`config.mk`:
```
export PLATFORM = sky130hd
export DESIGN_NAME = score_keeper_flat
export DESIGN_NICKNAME = d
export VERILOG_FILES = /design/src/rtl/score_keeper_if.sv /design/src/rtl/score_keeper.sv /design/src/flat_wrapper.sv
export SDC_FILE = /design/constraint.sdc
export NUM_CORES = 1
export LEC_CHECK = 0
export CORE_AREA = 2 2 69 71
export CTS_BUF_LIST = sky130_fd_sc_hd__clkbuf_8
export CTS_CLUSTER_DIAMETER = 150
export DETAILED_ROUTE_END_ITERATION = 16
export DIE_AREA = 0 0 71 73
export GPL_ROUTABILITY_DRIVEN = 0
export PLACE_DENSITY = 0.64
export RECOVER_POWER = 50
export SLEW_MARGIN = 20
export SYNTH_ARGS = -nofsm -noshare
export SYNTH_HDL_FRONTEND = slang
export SYNTH_SLANG_ARGS = --single-unit
```
`constraint.sdc`:
```
create_clock -name pixel_clk -period 3.05 [get_ports pixel_clk]
set_clock_uncertainty 0.1 [all_clocks]
set_input_delay 0.4575 -clock pixel_clk [delete_from_list [all_inputs] [get_ports pixel_clk]]
set_output_delay 0.4575 -clock pixel_clk [all_outputs]
set_load 0.02 [all_outputs]
```
`src/rtl/score_keeper_if.sv`:
```
// Bundle of frame-timing, control and hit inputs plus the score/match outputs
// shared between the game-control logic and the score_keeper.
interface score_keeper_if;
  logic       fsync;
  logic       start;
  logic       p1_hit;
  logic       p2_hit;
  logic [3:0] player_1_score;
  logic [3:0] player_2_score;
  logic       game_over;
  logic [1:0] winner;
  logic       play_en;

  modport master (
    output fsync, start, p1_hit, p2_hit,
    input  player_1_score, player_2_score, game_over, winner, play_en
  );

  modport slave (
    input  fsync, start, p1_hit, p2_hit,
    output player_1_score, player_2_score, game_over, winner, play_en
  );
endinterface

```
`src/rtl/score_keeper.sv`:
```
// Match controller: edge-detects start/hit levels, keeps 0..WIN_SCORE scores,
// and sequences IDLE -> PLAY -> LOCKOUT/OVER with a frame-counted freeze.
module score_keeper #(
  parameter int unsigned WIN_SCORE      = 9,
  parameter int unsigned LOCKOUT_FRAMES = 30
) (
  input  logic pixel_clk,
  input  logic rst,
  score_keeper_if.slave bus
);

  localparam logic [3:0] WIN_VAL  = 4'(WIN_SCORE);
  localparam logic [7:0] LOCK_VAL = 8'(LOCKOUT_FRAMES);

  typedef enum logic [1:0] {
    ST_IDLE    = 2'd0,
    ST_PLAY    = 2'd1,
    ST_LOCKOUT = 2'd2,
    ST_OVER    = 2'd3
  } state_t;

  state_t     state_reg, state_next;
  logic [3:0] p1_score_reg, p1_score_next;
  logic [3:0] p2_score_reg, p2_score_next;
  logic [1:0] winner_reg, winner_next;
  logic [7:0] lock_cnt_reg, lock_cnt_next;

  // Bit order: 0 = start, 1 = p1_hit, 2 = p2_hit.
  logic [2:0] level_in;
  logic [2:0] edge_det;

  assign level_in = {bus.p2_hit, bus.p1_hit, bus.start};

  // Previous-value registers reset to 0, so a level already high at reset
  // release is seen as an edge on the first sampled cycle.
  generate
    for (genvar gi = 0; gi < 3; gi++) begin : g_edge
      logic prev_reg;
      always_ff @(posedge pixel_clk or negedge rst) begin
        if (!rst) prev_reg <= 1'b0;
        else      prev_reg <= level_in[gi];
      end
      assign edge_det[gi] = level_in[gi] & ~prev_reg;
    end
  endgenerate

  logic start_edge, p1_edge, p2_edge;
  assign start_edge = edge_det[0];
  assign p1_edge    = edge_det[1];
  assign p2_edge    = edge_det[2];

  function automatic logic [3:0] sat_inc(input logic [3:0] v);
    if (v >= WIN_VAL) return WIN_VAL;
    return v + 4'd1;
  endfunction

  always_ff @(posedge pixel_clk or negedge rst) begin
    if (!rst) begin
      state_reg    <= ST_IDLE;
      p1_score_reg <= 4'd0;
      p2_score_reg <= 4'd0;
      winner_reg   <= 2'b00;
      lock_cnt_reg <= 8'd0;
    end else begin
      state_reg    <= state_next;
      p1_score_reg <= p1_score_next;
      p2_score_reg <= p2_score_next;
      winner_reg   <= winner_next;
      lock_cnt_reg <= lock_cnt_next;
    end
  end

  logic [3:0] p1_cand, p2_cand;
  logic       p1_won, p2_won;

  always_comb begin
    state_next    = state_reg;
    p1_score_next = p1_score_reg;
    p2_score_next = p2_score_reg;
    winner_next   = winner_reg;
    lock_cnt_next = lock_cnt_reg;

    p1_cand = p1_edge ? sat_inc(p1_score_reg) : p1_score_reg;
    p2_cand = p2_edge ? sat_inc(p2_score_reg) : p2_score_reg;
    p1_won  = (p1_cand == WIN_VAL);
    p2_won  = (p2_cand == WIN_VAL);

    unique case (state_reg)
      ST_IDLE, ST_OVER: begin
        // start wins over any hit edge arriving in the same cycle
        if (start_edge) begin
          p1_score_next = 4'd0;
          p2_score_next = 4'd0;
          winner_next   = 2'b00;
          state_next    = ST_PLAY;
        end
      end

      ST_PLAY: begin
        if (p1_edge || p2_edge) begin
          p1_score_next = p1_cand;
          p2_score_next = p2_cand;
          if (p1_won || p2_won) begin
            state_next  = ST_OVER;
            winner_next = {p2_won, p1_won};
          end else begin
            state_next    = ST_LOCKOUT;
            lock_cnt_next = LOCK_VAL;
          end
        end
      end

      ST_LOCKOUT: begin
        if (bus.fsync && (lock_cnt_reg != 8'd0)) begin
          lock_cnt_next = lock_cnt_reg - 8'd1;
          if (lock_cnt_reg == 8'd1) state_next = ST_PLAY;
        end
      end

      default: state_next = ST_IDLE;
    endcase
  end

  assign bus.player_1_score = p1_score_reg;
  assign bus.player_2_score = p2_score_reg;
  assign bus.winner         = winner_reg;
  assign bus.game_over      = (state_reg == ST_OVER);
  assign bus.play_en        = (state_reg == ST_PLAY);

endmodule

```
`src/flat_wrapper.sv`:
```
// flat-port wrapper written by rule: the top's interface ports become plain ports
module score_keeper_flat 
#(
  parameter int unsigned WIN_SCORE      = 9,
  parameter int unsigned LOCKOUT_FRAMES = 30
)
  (pixel_clk, rst, bus_fsync, bus_start, bus_p1_hit, bus_p2_hit, bus_player_1_score, bus_player_2_score, bus_game_over, bus_winner, bus_play_en);
  score_keeper_if bus_i ();
  input  logic pixel_clk;
  input  logic rst;
  input wire logic [$bits(bus_i.fsync)-1:0] bus_fsync;
  input wire logic [$bits(bus_i.start)-1:0] bus_start;
  input wire logic [$bits(bus_i.p1_hit)-1:0] bus_p1_hit;
  input wire logic [$bits(bus_i.p2_hit)-1:0] bus_p2_hit;
  output wire logic [$bits(bus_i.player_1_score)-1:0] bus_player_1_score;
  output wire logic [$bits(bus_i.player_2_score)-1:0] bus_player_2_score;
  output wire logic [$bits(bus_i.game_over)-1:0] bus_game_over;
  output wire logic [$bits(bus_i.winner)-1:0] bus_winner;
  output wire logic [$bits(bus_i.play_en)-1:0] bus_play_en;
  assign bus_i.fsync = bus_fsync;
  assign bus_i.start = bus_start;
  assign bus_i.p1_hit = bus_p1_hit;
  assign bus_i.p2_hit = bus_p2_hit;
  assign bus_player_1_score = bus_i.player_1_score;
  assign bus_player_2_score = bus_i.player_2_score;
  assign bus_game_over = bus_i.game_over;
  assign bus_winner = bus_i.winner;
  assign bus_play_en = bus_i.play_en;
  score_keeper #(.WIN_SCORE(WIN_SCORE), .LOCKOUT_FRAMES(LOCKOUT_FRAMES)) u_core (.pixel_clk(pixel_clk), .rst(rst), .bus(bus_i));
endmodule
```
==> summary.md <==
| Metric | Value |
|---|---|
| Starting Density | 0.326 |
| DR vias/cell | 5.40 |
| Tcrit/Tclk final | 0.915 |
| Post-CTS Setup Repair Bufs | 0 |
| Final setup vio count | 0 |
| Mapped Nets | 172 |
| Max Fclk | 358 MHz |
| Synthesis-to-layout area growth | 22.3% |
| Startpoint type of the worst setup path | input pin |
| Global-route wire length before repair | 5430 um |
| Cell variety after synth | 42 |
| Sequential Power Share | 0.314 |
| Pwr dens | 834 nW/um^2 |
| Part of the power in the clock network | 0.130 |
| Synth area leader | dfrtp_1 |
| Worst path slowest cell | dlygate4sd3_1 |
| CTS sink cnt | 23 |
| Detailed Route Iter0 Violations | 67 |
| Switching power | 695 uW |
| Row Count | 25 |
| DR top layer | met4 |
| Final hold vios | 0 |
| Max Slew Vio Count | 0 |
| Die Span Y | 73 um |
| Maximum vdd drop | 0.000302 V |
| Worst Hold Class | flip-flop to flip-flop |
| GRT Residual Overflow | 0 |
| Metal3 WL | 151 um |
| Slowest stage delay, CP | 0.53 ns |
| Antenna viol nets, final | 0 |
| Crit-path cells | dlygate4sd3_1 -> nor2b_1 -> nor2_1 -> a22oi_1 -> o21ai_0 -> a31oi_1 -> o22ai_1 |
| Post-layout util | 0.399 |
| Total GRT Usage | 0.133 |
| Combinational share of power | 0.556 |
| Critical path class | input pin to flip-flop |
| Status | finished clean |
| Number of enable flip-flop cells after synthesis | 0 |
| Top Ports | 18 |
| Most used DFF post-synth | dfrtp_1 |
| Leakage | 0.000765 uW |
| Synthesized area per cell | 9.60 um^2 |
| Max-cap violation count | 0 |
| Clock root buffer | clkbuf_8 |
| Ant diodes | 0 |
| Hold_buf cts | 0 |
| Die Area | 5180 um^2 |
| Initial antenna violation count | 0 |
| Top post-synthesis cells by area | dfrtp_1 39%, ha_1 10%, o21ai_0 5.1%, nand2_1 4.1%, inv_1 3.0% |
| IO buf count | 17 |
| Max clock buf depth | 2 |
| Asr flop ratio synth | 1.00 |
| Synth top area share | 0.389 |
| Share of the yosys chip area belonging to registers | 0.389 |
| Layout cell share with drive strength beyond 1 | 0.122 |
| CP Capture Type | flip-flop |
| DR pass1 iterations | 5 |
| Via count | 1270 |
| Critical Path Fanout Max | 8 |
| Die span in x | 71 um |
| Largest delay share family, worst path | compound AO/OA/AOI/OAI gates |
| Worst endpoint required time | 3.10 ns |
| # H-tree levels | 1 |
| Cell Int Power | 812 uW |
| Final Net Count | 200 |
| Yosys warns | 0 |
| DRC errors left | 0 |
| Post-Route WL | 3260 um |
| Relative slew margins | 0.179 |
| Fin Setup TNS | 0 ns |
| Area of the core | 4540 um^2 |
| Routed len/inst | 13.9 um |
| Minimum clock period | 2.79 ns |
| Worst-skew pair later-pin latency | 0.27 ns |
| Worst-Margin Slew | 1.23 ns |
| Wl on met1 | 1510 um |
| Worst path bufs/invs | 1 |
| # resized after CTS | 0 |
| Switching portion of total power | 0.461 |
| Critical Path AT | 2.84 ns |
| CTS tree | done |
| Vias in the first global route | 1180 |
| Post-Syn Area | 1480 um^2 |
| Hpwl dp | 2420 um |
| Cts bufs inserted | 3 |
| WL met2 | 1570 um |
| Flops & latches, synth | 23 |
| Largest net degree at the start of global routing | 24 |
| RSZ-0062 raised after global routing | no |
| Max FFs per register | 8 |
| Synth Instances | 154 |
| Clock-pin slew on the worst setup and hold paths | 0.09 ns |
## power by group through the flow
stage / logic [uW] / registers (uW) / clock network (uW)
after floorplan: 518 / 505 / 0
after global placement: 840 / 480 / 0
after detailed placement: 842 / 479 / 0
after CTS: 848 / 474 / 209
after global routing: 928 / 489 / 219
final: 838 / 473 / 196
## per-layer routing
layer,GRT usage,vias to the layer above
met4,0.0503,0
met3,0.0345,4
li1,-,630
met1,0.172,605
met5,0,-
met2,0.215,31
## synthesized netlist by cell type, drive strengths merged (2+ instances only)
cell    count
nand2b      5
nor3        2
nand2      16
o22ai       2
a41oi       3
or3b        3
a41o        2
ha         12
o21a        2
a21oi       7
o21ba       2
a22oi       4
a31oi       6
dfrtp      23
inv        12
nor2b       5
o31ai       2
a31o        2
nor2        8
o21ai      15
nor4        3
## kinds of logic after synthesis
family	share of synthesized area
compound gates	0.306
simple gates	0.163
flops	0.389
buf+inv	0.0330
fa+ha+maj	0.102
mux	0.00677
## final cells by class
type                            count  area (um^2)
Sequential cell                    23          576
Fill cell                         438         2730
Clock buffer                        3         41.3
Clock inverter                      1         5.00
Inverter                           12         45.0
Multi-Input combinational cell    118          855
Tap cell                           54         67.6
Timing Repair Buffer               24          219
## worst register-to-register path: cells and delay by family (launching register included)
kind	cells	cell delay, ns
compound gates	4	0.97
fa+ha+maj	1	0.15
buf+inv	1	0.15
flops	1	0.46
simple gates	2	0.80
## placed cells by master (no fill, tap or decap), types with 2 or more instances in the layout
master / count
a31o_2: 2
ha_1: 12
dfrtp_1: 23
o22ai_1: 2
clkbuf_8: 3
a41oi_1: 3
buf_4: 6
o21a_1: 2
nand2_1: 16
a22oi_1: 4
or3b_1: 2
clkdlybuf4s50_1: 10
nand2b_1: 5
o21ai_0: 15
dlygate4sd3_1: 7
nor2b_1: 5
a41o_1: 2
inv_1: 12
o21ba_2: 2
a21oi_1: 6
nor2_1: 8
nor4_1: 3
nor3_1: 2
a31oi_1: 6
## final timing paths
path	start	to	slack, ns	depth (start not counted)
hold / removal	u_core.lock_cnt_reg[6]	u_core.lock_cnt_reg[6]	0.42	1
hold reg to reg	u_core.lock_cnt_reg[6]	u_core.lock_cnt_reg[6]	0.42	1
setup / recovery	bus_p1_hit	u_core.bus.player_2_score[1]	0.26	7
min in group asynchronous	rst	u_core.bus.winner[1]	0.86	2
max in group asynchronous	rst	u_core.state_reg[1]	1.27	2
setup reg to reg	u_core.bus.player_2_score[0]	u_core.lock_cnt_reg[4]	0.30	8
## stage by stage
step | instances | setup slack (ns) | cell area (um^2) | hold slack (ns) | power (uW)
after floorplan | 154 | 0.443 | 1480 | 0.0619 | 1020
after global placement | 231 | 0.143 | 1770 | 0.399 | 1320
after detailed placement | 231 | 0.0847 | 1770 | 0.406 | 1320
after CTS | 235 | 0.283 | 1810 | 0.418 | 1530
after global routing | 235 | 0.0827 | 1810 | 0.428 | 1640
final | 235 | 0.259 | 1810 | 0.425 | 1510
Note: power is estimated with default switching activity, not from simulation.
